`src/rtl/cordic_angle_sequencer_if.sv`:
```
// Request, CORDIC-core and result signals between the angle sequencer and its neighbours.
// The slave modport is the sequencer's view; master is the requester/core/consumer side.
interface cordic_angle_sequencer_if;
    logic       in_valid;
    logic       in_ready;
    logic [6:0] in_angle;
    logic       core_reset;
    logic [5:0] core_z;
    logic       core_done;
    logic [5:0] core_x;
    logic [5:0] core_y;
    logic       out_valid;
    logic       out_ready;
    logic [5:0] out_cos;
    logic [5:0] out_sin;
    logic       out_err;

    modport slave (
        input  in_valid, in_angle, core_done, core_x, core_y, out_ready,
        output in_ready, core_reset, core_z, out_valid, out_cos, out_sin, out_err
    );

    modport master (
        output in_valid, in_angle, core_done, core_x, core_y, out_ready,
        input  in_ready, core_reset, core_z, out_valid, out_cos, out_sin, out_err
    );
endinterface

```
`src/rtl/cordic_angle_sequencer.sv`:
```
// Folds a full-circle angle into the CORDIC core's +/-90 deg range, sequences the core and
// unfolds its result. Define CORDIC_SEQ_TIMEOUT_EN to abort a RUN after 15 cycles without core_done.
//
// state | meaning
// IDLE  | core parked, waiting for a request
// LOAD  | two cycles presenting core_z with the core held in reset
// RUN   | core released, waiting for core_done
// OUT   | result presented until the consumer accepts it
module cordic_angle_sequencer (
    input  logic                     clk,
    input  logic                     reset,
    cordic_angle_sequencer_if.slave  bus
);
    localparam logic [1:0] IDLE = 2'd0;
    localparam logic [1:0] LOAD = 2'd1;
    localparam logic [1:0] RUN  = 2'd2;
    localparam logic [1:0] OUT  = 2'd3;

    logic [1:0]        state;
    logic [5:0]        z_q;
    logic              flip_q;
    logic              load_cnt;
    logic [5:0]        cos_q;
    logic [5:0]        sin_q;
    logic              err_q;
`ifdef CORDIC_SEQ_TIMEOUT_EN
    logic [3:0]        tmo_cnt;
`endif

    logic signed [6:0] angle_s;
    logic signed [6:0] fold_sum;
    logic              fold_flip;
    logic              in_range;

    // 62 LSB is 180 deg: folding by it negates both cosine and sine.
    always_comb begin
        angle_s   = signed'(bus.in_angle);
        in_range  = (angle_s >= -7'sd62) && (angle_s <= 7'sd62);
        fold_sum  = angle_s;
        fold_flip = 1'b0;
        if (angle_s > 7'sd31) begin
            fold_sum  = angle_s - 7'sd62;
            fold_flip = 1'b1;
        end else if (angle_s < -7'sd31) begin
            fold_sum  = angle_s + 7'sd62;
            fold_flip = 1'b1;
        end
    end

    // -(-32) does not fit in 6 bits, so it saturates to +31.
    function automatic logic [5:0] neg_sat(input logic [5:0] v);
        if (v == 6'b100000)
            return 6'b011111;
        return ~v + 6'd1;
    endfunction

    always_ff @(posedge clk) begin
        if (reset) begin
            state    <= IDLE;
            z_q      <= 6'd0;
            flip_q   <= 1'b0;
            load_cnt <= 1'b0;
            cos_q    <= 6'd0;
            sin_q    <= 6'd0;
            err_q    <= 1'b0;
`ifdef CORDIC_SEQ_TIMEOUT_EN
            tmo_cnt  <= 4'd0;
`endif
        end else begin
            case (state)
                IDLE: begin
                    if (bus.in_valid) begin
                        if (in_range) begin
                            z_q      <= fold_sum[5:0];
                            flip_q   <= fold_flip;
                            load_cnt <= 1'b1;
                            state    <= LOAD;
                        end else begin
                            cos_q <= 6'd0;
                            sin_q <= 6'd0;
                            err_q <= 1'b1;
                            state <= OUT;
                        end
                    end
                end
                LOAD: begin
                    if (load_cnt == 1'b0) begin
                        state   <= RUN;
`ifdef CORDIC_SEQ_TIMEOUT_EN
                        tmo_cnt <= 4'd14;
`endif
                    end else begin
                        load_cnt <= load_cnt - 1'b1;
                    end
                end
                RUN: begin
                    if (bus.core_done) begin
                        cos_q <= flip_q ? neg_sat(bus.core_x) : bus.core_x;
                        sin_q <= flip_q ? neg_sat(bus.core_y) : bus.core_y;
                        err_q <= 1'b0;
                        state <= OUT;
                    end
`ifdef CORDIC_SEQ_TIMEOUT_EN
                    else if (tmo_cnt == 4'd0) begin
                        cos_q <= 6'd0;
                        sin_q <= 6'd0;
                        err_q <= 1'b1;
                        state <= OUT;
                    end else begin
                        tmo_cnt <= tmo_cnt - 4'd1;
                    end
`endif
                end
                OUT: begin
                    if (bus.out_ready)
                        state <= IDLE;
                end
                default: state <= IDLE;
            endcase
        end
    end

    assign bus.in_ready   = (state == IDLE);
    assign bus.out_valid  = (state == OUT);
    assign bus.core_reset = (state != RUN);
    assign bus.core_z     = ((state == LOAD) || (state == RUN)) ? z_q : 6'd0;
    assign bus.out_cos    = cos_q;
    assign bus.out_sin    = sin_q;
    assign bus.out_err    = err_q;
endmodule
```
`src/flat_wrapper.sv`:
```
// flat-port wrapper written by rule: the top's interface ports become plain ports
module cordic_angle_sequencer_flat 
  (clk, reset, bus_in_valid, bus_in_angle, bus_core_done, bus_core_x, bus_core_y, bus_out_ready, bus_in_ready, bus_core_reset, bus_core_z, bus_out_valid, bus_out_cos, bus_out_sin, bus_out_err);
  cordic_angle_sequencer_if bus_i ();
  input  logic clk;
  input  logic reset;
  input wire logic [$bits(bus_i.in_valid)-1:0] bus_in_valid;
  input wire logic [$bits(bus_i.in_angle)-1:0] bus_in_angle;
  input wire logic [$bits(bus_i.core_done)-1:0] bus_core_done;
  input wire logic [$bits(bus_i.core_x)-1:0] bus_core_x;
  input wire logic [$bits(bus_i.core_y)-1:0] bus_core_y;
  input wire logic [$bits(bus_i.out_ready)-1:0] bus_out_ready;
  output wire logic [$bits(bus_i.in_ready)-1:0] bus_in_ready;
  output wire logic [$bits(bus_i.core_reset)-1:0] bus_core_reset;
  output wire logic [$bits(bus_i.core_z)-1:0] bus_core_z;
  output wire logic [$bits(bus_i.out_valid)-1:0] bus_out_valid;
  output wire logic [$bits(bus_i.out_cos)-1:0] bus_out_cos;
  output wire logic [$bits(bus_i.out_sin)-1:0] bus_out_sin;
  output wire logic [$bits(bus_i.out_err)-1:0] bus_out_err;
  assign bus_i.in_valid = bus_in_valid;
  assign bus_i.in_angle = bus_in_angle;
  assign bus_i.core_done = bus_core_done;
  assign bus_i.core_x = bus_core_x;
  assign bus_i.core_y = bus_core_y;
  assign bus_i.out_ready = bus_out_ready;
  assign bus_in_ready = bus_i.in_ready;
  assign bus_core_reset = bus_i.core_reset;
  assign bus_core_z = bus_i.core_z;
  assign bus_out_valid = bus_i.out_valid;
  assign bus_out_cos = bus_i.out_cos;
  assign bus_out_sin = bus_i.out_sin;
  assign bus_out_err = bus_i.out_err;
  cordic_angle_sequencer u_core (.clk(clk), .reset(reset), .bus(bus_i));
endmodule
```
`config.mk`:
```
export PLATFORM = sky130hd
export DESIGN_NAME = cordic_angle_sequencer_flat
export DESIGN_NICKNAME = d
export VERILOG_FILES = /design/src/rtl/cordic_angle_sequencer_if.sv /design/src/rtl/cordic_angle_sequencer.sv /design/src/flat_wrapper.sv
export SDC_FILE = /design/constraint.sdc
export NUM_CORES = 1
export LEC_CHECK = 0
export ABC_CLOCK_PERIOD_IN_PS = 1800
export BUFFER_PORTS_ARGS = -buffer_cell sky130_fd_sc_hd__buf_4
export CAP_MARGIN = 15
export CELL_PAD_IN_SITES_DETAIL_PLACEMENT = 2
export CELL_PAD_IN_SITES_GLOBAL_PLACEMENT = 2
export CORE_MARGIN = 2
export CORE_UTILIZATION = 26
export DETAILED_ROUTE_END_ITERATION = 8
export HOLD_SLACK_MARGIN = 0.03
export PLACE_DENSITY = 0.86
export SLEW_MARGIN = 20
export SYNTH_ARGS = -nofsm -noshare
export SYNTH_HDL_FRONTEND = slang
export SYNTH_SLANG_ARGS = --single-unit
```
`constraint.sdc`:
```
create_clock -name clk -period 1.8 [get_ports clk]
set_clock_uncertainty 0.05 [all_clocks]
set_input_delay 0.18 -clock clk [delete_from_list [all_inputs] [get_ports clk]]
set_output_delay 0.18 -clock clk [all_outputs]
set_load 0.02 [all_outputs]
```
==> summary.txt, run 1 <==
STA
  – Endpoints failing setup: 0
  – Max-Slew Margin vs Limit: 73.7%
  – Tcrit/Tclk final: 96.0%
  – Worst Tran Pin Value: 393 ps
  – Tmin final: 1730 ps
  – PnR worst setup slack: 71.9 ps
  – Fmax: 579 MHz
  – Final hold vios: 0
  – RSZ-0062 raised after global routing: false
  – Setup TNS: 0 ps
  – Max Slew Vio Count: 0

Route
  – DRT Wirelength: 5170 µm
  – Met3 wire len: 163 µm
  – Iter 0 DRT Violations: 69
  – Top routing layer in use: met4
  – DR vias: 1652
  – Met1 wire length: 2180 µm
  – WL met2: 2790 µm
  – Final ANT Viol Nets: 0
  – Vias/cell: 5.01
  – Wire length per cell: 15.7 µm
  – First-pass DRT Iterations: 4
  – DRC errors left: 0

Global routing
  – Initial antenna violation count: 0
  – Remaining global-route overflow: 0
  – Global-route wire length before repair: 8560 µm
  – All-Layer GR Usage: 16.4%
  – Number of global-route vias before repair: 1770
  – Largest net degree at the start of global routing: 19

Floorplan
  – Width of the chip: 81.3 µm
  – Die Ht: 81.3 µm
  – Die ar.: 6610 µm²
  – Initial Utilization: 26.6%
  – # rows: 28
  – Core area: 5850 µm²
  – IO Pins: 46

Synthesis
  – Synth warnings: 0
  – Post-synth ARST share: 0%
  – Post-synthesis sequential area ratio: 29.6%
  – Synth Instances: 190
  – Synth Net Count: 223
  – Post-synth EDFFs: 0
  – Synthesized area: 1550 µm²
  – Mapped Avg Cell Area: 8.18 µm²
  – #FFs+latches synth: 23
  – Library cells used by synthesis: 48
  – Ys flop type: dfxtp_1

Run
  – Max-cap viol count: 0

Finish
  – Area growth syn-to-layout: 40.7%
  – Final Core Density: 37.4%
  – Fillers: 693
  – Inserted Diodes: 0
  – Most common cell after layout, fill and taps aside: buf_4
  – Nets: 289
  – Share of cells above drive strength 1: 33.7%
  – Most frequent cells in the layout: 70 x buf_4, 21 x nand2_1, 21 x dfxtp_1, 12 x inv_1

Status
  – Outcome: completed

Place
  – Post-DP HPWL: 4260 µm
  – GPL Wtd Cong: 0.778
  – Pre-CTS setup slack: -161 ps
  – I/O Buffers: 45

Setup path
  – CP endpoint kind: flip-flop
  – Crit path launch type: flip-flop
  – R2R Setup Slk: 70 ps
  – R2R cell count: 7
  – Critical path required time: 1910 ps
  – Worst setup path class: flip-flop to flip-flop
  – Max FO, Critical Path: 10
  – Critical path data arrival time: 1840 ps

Clock tree
  – Root Driver: clkbuf_8
  – Cts bufs inserted: 3
  – Clk Latency, worst-skew pair: 260 ps
  – CTS tree: yes
  – Clock sinks: 23
  – Post-CTS Setup Bufs: 0
  – CTS Buffer Depth: 2
  – Clock transition at path regs: 90 ps
  – CTS H-tree depth: 1

Worst hold path
  – Hold Crit Depth: 2
  – Hold Crit Class: primary input to flip-flop

Power and ir drop
  – Peak VDD IR: 0.000354 V
  – Total Power: 2.21 mW
  – Pwr dens: 1010 nW/µm²
  – Leak Pwr: 1.01 nW
[state kept, by name (all words and copies together), names as in the netlist]
signal,flops
u_core.flip_q,1
u_core.state,2
u_core.load_cnt,1
u_core.bus.out_err,1
u_core.bus.out_sin,6
u_core.bus.out_cos,6
u_core.z_q,6
[path summary, 6_finish.rpt]
path,startpoint,to
worst min-delay path,reset,u_core.bus.out_sin[4]
worst max-delay path,u_core.state[1],u_core.bus.out_cos[3]
worst min register to register,u_core.z_q[2],u_core.z_q[2]
worst max register to register,u_core.state[1],u_core.bus.out_cos[3]
[Yosys cell counts (3+ instances only)]
cell	count	area, µm²
dfxtp_1	23	460
nand2_1	21	78.8
inv_1	15	56.3
ha_1	9	113
a22o_1	8	70.1
and2_1	8	50.1
nor2_1	8	30.0
a21oi_1	7	35.0
nand3_1	7	35.0
o21ai_0	6	30.0
nor2b_1	5	31.3
xnor2_1	5	43.8
and3_1	4	25.0
clkbuf_1	4	15.0
a211o_1	3	26.3
a21o_1	3	22.5
a31oi_1	3	18.8
buf_6	3	33.8
nor3_1	3	15.0
[stage by stage]
stage          hold slack, ps  cell area [µm²]  instances
6_report                  140             2190        330
5_1_grt                   159             2190        330
4_1_cts                   142             2180        330
3_5_place_dp              399             2130        326
3_3_place_gp              391             2130        326
2_1_floorplan             231             1580        190
[layer usage]
| layer | track usage, % | vias up |
|---|---|---|
| li1 | - | 806 |
| met1 | 19.5 | 817 |
| met2 | 31.3 | 27 |
| met3 | 1.56 | 2 |
| met4 | 3.56 | 0 |
| met5 | 0 | - |
[where the power goes]
group / leakage [nW] / internal (mW) / switching, mW
logic: 0.793 / 0.580 / 0.642
clock network: 0.0255 / 0.155 / 0.174
registers: 0.188 / 0.602 / 0.0548
total: 1.01 / 1.34 / 0.871
[layout make-up]
cell class / instances / area [µm²] / share of cell area (%)
clock buffer: 3 / 41.3 / 1.89
inverter: 16 / 62.6 / 2.86
sequential: 23 / 465 / 21.3
clock inverter: 1 / 5.00 / 0.229
tap: 75 / 93.8 / 4.29
multi-input combinational: 142 / 992 / 45.4
timing repair buffer: 70 / 526 / 24.0
[logic make-up after synthesis]
group | after synthesis | share of synthesized area (%)
flip-flops | 23 | 29.6
buffers and inverters | 25 | 7.65
XOR/XNOR | 7 | 3.95
AND/OR/NAND/NOR | 74 | 25.9
AO/OA/AOI/OAI | 52 | 25.6
adder cells (fa/ha/maj) | 9 | 7.25
[critical path: stages (launching register included)]
cell,delay (ps)
dfxtp_4,370
inv_2,80
ha_4,140
buf_4,140
nor2_1,60
a311o_1,350
and2_4,210
a22o_1,230
[timing repair]
item,CTS,global route
gates resized for setup,3,3
endpoints found under the setup margin,11,10
pin swaps,0,1
hold buffers,0,0
No activity file was read; power rests on OpenSTA's default activity.
==> run 2, diff against run 1 <==
--- a/config.mk
+++ b/config.mk
@@ -10,7 +10,6 @@
 export CAP_MARGIN = 15
 export CELL_PAD_IN_SITES_DETAIL_PLACEMENT = 2
 export CELL_PAD_IN_SITES_GLOBAL_PLACEMENT = 2
-export CORE_MARGIN = 2
 export CORE_UTILIZATION = 26
 export DETAILED_ROUTE_END_ITERATION = 8
 export HOLD_SLACK_MARGIN = 0.03
==> run 2 against run 1 <==
Clock power grew 2%. Cell count decreased by 1.8%. First-iteration DRC count shrank 48%. Routed wire length grew 3.5%. Sequential power rose by 2%. Critical path depth unchanged. Non-clock buffer count down 3.
==> summary.txt, run 2 (synthesized netlist as in run 1, its figures left out) <==
Route
  – DR vias: 1648
  – Vias/cell: 5.09
  – Final ANT Viol Nets: 0
  – DRT Wirelength: 5350 µm
  – Iter 0 DRT Violations: 36
  – First-pass DRT Iterations: 4
  – Wire length per cell: 16.5 µm
  – DRC errors left: 0

Setup path
  – Critical path required time: 1920 ps
  – CP Launch Point: u_core.state[1]
  – Worst setup path class: flip-flop to flip-flop
  – CP endpoint kind: flip-flop
  – R2R Setup Slk: 80 ps
  – Max FO, Critical Path: 11
  – Crit path launch type: flip-flop
  – Worst R2R Start: u_core.state[1]
  – Critical path data arrival time: 1840 ps

Global routing
  – Largest net degree at the start of global routing: 17
  – Remaining global-route overflow: 0
  – All-Layer GR Usage: 18.1%
  – Number of global-route vias before repair: 1803
  – Initial antenna violation count: 0
  – Global-route wire length before repair: 8870 µm

STA
  – Tmin final: 1720 ps
  – Fmax: 581 MHz
  – Final hold vios: 0
  – Tcrit/Tclk final: 95.6%
  – Setup TNS: 0 ps
  – RSZ-0062 raised after global routing: false
  – Max Slew Vio Count: 0
  – Worst Tran Pin Value: 480 ps
  – Max-Slew Margin vs Limit: 67.9%
  – Endpoints failing setup: 0

Power and ir drop
  – Leak Pwr: 0.993 nW
  – Combinational Power Share: 53.6%
  – P_int: 1.30 mW
  – Seq pwr share: 30.9%
  – Total Power: 2.17 mW
  – Pwr dens: 1010 nW/µm²
  – Clock network fraction of design power: 15.5%
  – Sw Share: 40.1%
  – P_sw: 871 µW
  – Peak VDD IR: 0.000385 V

Clock tree
  – Clock sinks: 23
  – Clock transition at path regs: 90 ps
  – Clk Latency, worst-skew pair: 270 ps
  – Cts hold-fix bufs: 0
  – Root Driver: clkbuf_8
  – Cts bufs inserted: 3
  – CTS Buffer Depth: 2
  – CTS tree: yes
  – CTS H-tree depth: 1

Finish
  – Nets: 286
  – Design area: 2160 µm²
  – Multi-input gate area: 993 µm²
  – Most frequent cells in the layout: 67 x buf_4, 22 x dfxtp_1, 21 x nand2_1, 12 x inv_1
  – FF+latch area: 462 µm²
  – Share of cells above drive strength 1: 32.9%
  – Fillers: 671
  – Inserted Diodes: 0
  – Most common cell after layout, fill and taps aside: buf_4
  – Fin cells: 324
  – Area growth syn-to-layout: 38.8%

Place
  – Placed Cells: 319
  – I/O Buffers: 45
  – GPL Wtd Cong: 0.809
  – Post-Place Cell Area: 2100 µm²
  – Post-DP HPWL: 4400 µm

Floorplan
  – Width of the chip: 79.3 µm
  – IO Pins: 46
  – # rows: 27
  – Die Ht: 79.3 µm
  – Die ar.: 6290 µm²
  – Initial Utilization: 27.5%
  – Core area: 5640 µm²

Worst hold path
  – HP Start: reset
  – Hold Crit Class: primary input to flip-flop

Status
  – Outcome: completed

Run
  – Max-cap viol count: 0
run 2: changes by cell type in the layout (fill, tap and decap cells not counted):
cell,previous run,this run
and2_1,7,6
buf_4,70,67
dfxtp_4,1,0
dfxtp_1,21,22
and2_2,0,1
run 2: routing by layer:
metal	GRT usage (%)	share of wire, %	up-vias	wire, µm
met5	0	0	-	0
li1	-	-	806	-
met1	22.0	45	810	2430
met2	33.1	51	25	2750
met3	2.87	2.2	7	117
met4	3.82	0.95	0	51
run 2: path summary, 6_finish.rpt:
check | endpoint | cells past startpoint
hold / removal | u_core.state[1] | 2
setup / recovery | u_core.bus.out_cos[1] | 7
setup reg to reg | u_core.bus.out_cos[1] | 7
hold reg to reg | u_core.z_q[2] | 2
run 2: final cells by class:
| type | count | share of cell area (%) |
|---|---|---|
| Clock inverter | 1 | 0.232 |
| Tap cell | 72 | 4.18 |
| Multi-Input combinational cell | 142 | 46.1 |
| Sequential cell | 23 | 21.4 |
| Inverter | 16 | 2.90 |
| Clock buffer | 3 | 1.91 |
| Timing Repair Buffer | 67 | 23.3 |
run 2: power by group through the flow:
stage | registers [mW] | clock network (mW) | logic [mW]
2_1_floorplan | 0.671 | 0 | 0.717
3_3_place_gp | 0.672 | 0 | 1.08
3_5_place_dp | 0.682 | 0 | 1.14
4_1_cts | 0.671 | 0.341 | 1.16
5_1_grt | 0.688 | 0.363 | 1.28
6_report | 0.671 | 0.336 | 1.16
run 2: worst max-delay path, cell delays in order, from the launching register on:
cell     delay [ps]
dfxtp_2         340
inv_2            80
ha_4            130
buf_4           170
nor2_1           60
a311o_1         330
and2_4          210
a22o_1          240
run 2: repair_timing:
item / CTS / global route
pin swaps: 0 / 1
buffers inserted: 0 / 1
resized for setup: 2 / 3
endpoints found under the setup margin: 8 / 10
run 2: stage by stage:
stage	utilization, %	hold WS [ps]	setup slack (ps)
after CTS	38.1	138	11.6
after global placement	37.2	385	-71.9
after global routing	38.2	134	1.69
final	38.2	130	78.3
after floorplan	-	231	11.8
after detailed placement	37.2	405	-172
==> run 3, diff against run 2 <==
--- a/config.mk
+++ b/config.mk
@@ -6,12 +6,12 @@
 export NUM_CORES = 1
 export LEC_CHECK = 0
 export ABC_CLOCK_PERIOD_IN_PS = 1800
-export BUFFER_PORTS_ARGS = -buffer_cell sky130_fd_sc_hd__buf_4
 export CAP_MARGIN = 15
 export CELL_PAD_IN_SITES_DETAIL_PLACEMENT = 2
 export CELL_PAD_IN_SITES_GLOBAL_PLACEMENT = 2
-export CORE_UTILIZATION = 26
+export CORE_UTILIZATION = 32
 export DETAILED_ROUTE_END_ITERATION = 8
+export DONT_BUFFER_PORTS = 1
 export HOLD_SLACK_MARGIN = 0.03
 export PLACE_DENSITY = 0.86
 export SLEW_MARGIN = 20
==> run 3 against run 2 <==
Flip-flop and latch count is the same. Via count shrank 12%. Setup slack gained 5.2 ps. Clock-buffer cell count is the same. Register-to-register slack is essentially flat. Cell count shrank 21%. Sequential share of layout area grew 4.7 points. Cell area shrank 17%. Die area shrank 18%. Maximum frequency grew 0.30%. Total power shrank 7.0%. Critical path depth shrank 2. Highest routed layer unchanged.
==> summary.txt, run 3 (synthesized netlist as in run 1, its figures left out) <==
Route
  – Vias/cell: 5.65
  – DRT Wirelength: 4720 µm
  – First-pass DRT Iterations: 4
  – Iter 0 DRT Violations: 23
  – DRC errors left: 0
  – Final ANT Viol Nets: 0
  – DR vias: 1446
  – Wire length per cell: 18.4 µm

Setup path
  – Delay of the slowest cell on the worst path: 380 ps
  – Worst setup path class: flip-flop to flip-flop
  – Slowest cell on crit path: a221o_1
  – CP endpoint kind: flip-flop
  – Critical path data arrival time: 1860 ps
  – CP cell instances: buf_4 > ha_1 > a221o_1 > a311o_1 > a21oi_2
  – Max FO, Critical Path: 3
  – Delay-heaviest family, CP: compound AO/OA/AOI/OAI gates
  – WP buf/inv: 1
  – Crit path launch type: flip-flop
  – Critical path required time: 1940 ps

Finish
  – Nets: 238
  – Most frequent cells in the layout: 21 x nand2_1, 21 x dfxtp_1, 17 x buf_4, 12 x inv_1
  – Share of cells above drive strength 1: 17.2%
  – Inserted Diodes: 0
  – Area growth syn-to-layout: 14.8%

Worst hold path
  – Hold Crit Class: primary input to flip-flop

Clock tree
  – CTS H-tree depth: 1
  – CTS Buffer Depth: 2
  – Clk Latency, worst-skew pair: 270 ps
  – CTS tree: yes
  – Clock transition at path regs: 90 ps
  – Root Driver: clkbuf_8
  – Cts bufs inserted: 3
  – Clock sinks: 23
  – Post-CTS Setup Bufs: 0

Global routing
  – Initial antenna violation count: 0
  – Global-route wire length before repair: 7690 µm
  – GR met3 Demand/Resource: 4.08%
  – All-Layer GR Usage: 19.3%
  – Remaining global-route overflow: 0
  – Met1 usage: 22.6%
  – GRT met2 Usage: 35.6%
  – Number of global-route vias before repair: 1627
  – Largest net degree at the start of global routing: 16
  – GR peak layer: met2

STA
  – Max Slew Vio Count: 0
  – Setup TNS: 0 ps
  – Tcrit/Tclk final: 95.4%
  – Tmin final: 1720 ps
  – Final hold slack: 78.7 ps
  – Endpoints failing setup: 0
  – Max-Slew Margin vs Limit: 67.2%
  – Worst Tran Pin Value: 491 ps
  – RSZ-0062 raised after global routing: false
  – Fmax: 583 MHz
  – Final hold vios: 0

Floorplan
  – # rows: 24
  – Initial Utilization: 34.5%
  – Die Ht: 71.7 µm
  – Core area: 4500 µm²
  – Width of the chip: 71.7 µm
  – Die ar.: 5140 µm²
  – IO Pins: 46

Place
  – I/O Buffers: 0
  – GPL Wtd Cong: 0.774
  – Post-DP HPWL: 3810 µm

Power and ir drop
  – Leak Pwr: 0.750 nW
  – Pwr dens: 1130 nW/µm²
  – Peak VDD IR: 0.000487 V

Run
  – Max-cap viol count: 0

Status
  – Outcome: completed
==> run 3: cell types whose count changed in the layout (fill, tap and decap cells not counted), sizes merged <==
cell and delta:
buf -50, dlygate4sd3 +2
==> run 3: worst register-to-register path: cells and delay by family (launching register included) <==
family          cells  cell delay [ps]
compound gates      3              880
fa+ha+maj           1              220
buf+inv             1              130
flops               1              340
==> run 3: path summary, 6_finish.rpt <==
| path | depth (start not counted) | slack (ps) | end | startpoint |
|---|---|---|---|---|
| worst max register to register | 5 | 80 | u_core.state[1] | u_core.state[0] |
| worst min-delay path | 2 | 80 | u_core.z_q[3] | bus_in_angle[3] |
| worst min register to register | 2 | 410 | u_core.z_q[2] | u_core.z_q[2] |
| worst max-delay path | 5 | 80 | u_core.state[1] | u_core.state[0] |
==> run 3: report_power, final <==
group	switching, mW	total (mW)	internal, mW
Sequential	0.105	0.707	0.602
Clock	0.173	0.327	0.155
Combinational	0.529	0.984	0.455
==> run 3: cell type report <==
type | count | area, µm²
Inverter | 16 | 62.6
Sequential cell | 23 | 465
Multi-Input combinational cell | 142 | 997
Tap cell | 52 | 65.1
Fill cell | 505 | 2720
Clock buffer | 3 | 41.3
Timing Repair Buffer | 19 | 148
Clock inverter | 1 | 5.00
==> run 3: what timing repair did <==
| action | CTS | global route |
|---|---|---|
| endpoints found under the setup margin | 11 | 14 |
| hold buffers | 2 | 0 |
| gates resized for setup | 3 | 5 |
| endpoints found under the hold margin | 11 | 0 |
==> run 3: stage by stage <==
stage	power [mW]	instance area [µm²]	cells	setup slack, ps	utilization, %
5_1_grt	2.17	1780	256	3.97	39.6
2_1_floorplan	1.39	1580	190	11.8	-
3_5_place_dp	1.68	1710	250	-133	37.9
3_3_place_gp	1.61	1710	250	11.1	37.9
4_1_cts	2.03	1780	256	0.641	39.4
6_report	2.02	1780	256	83.5	39.6
==> run 3: per-layer routing <==
metal,wire [µm],part of all wire (%),vias to the layer above
li1,-,-,704
met1,2050,43,706
met2,2420,51,30
met3,201,4.3,6
met4,42,0.89,0
met5,0,0,-
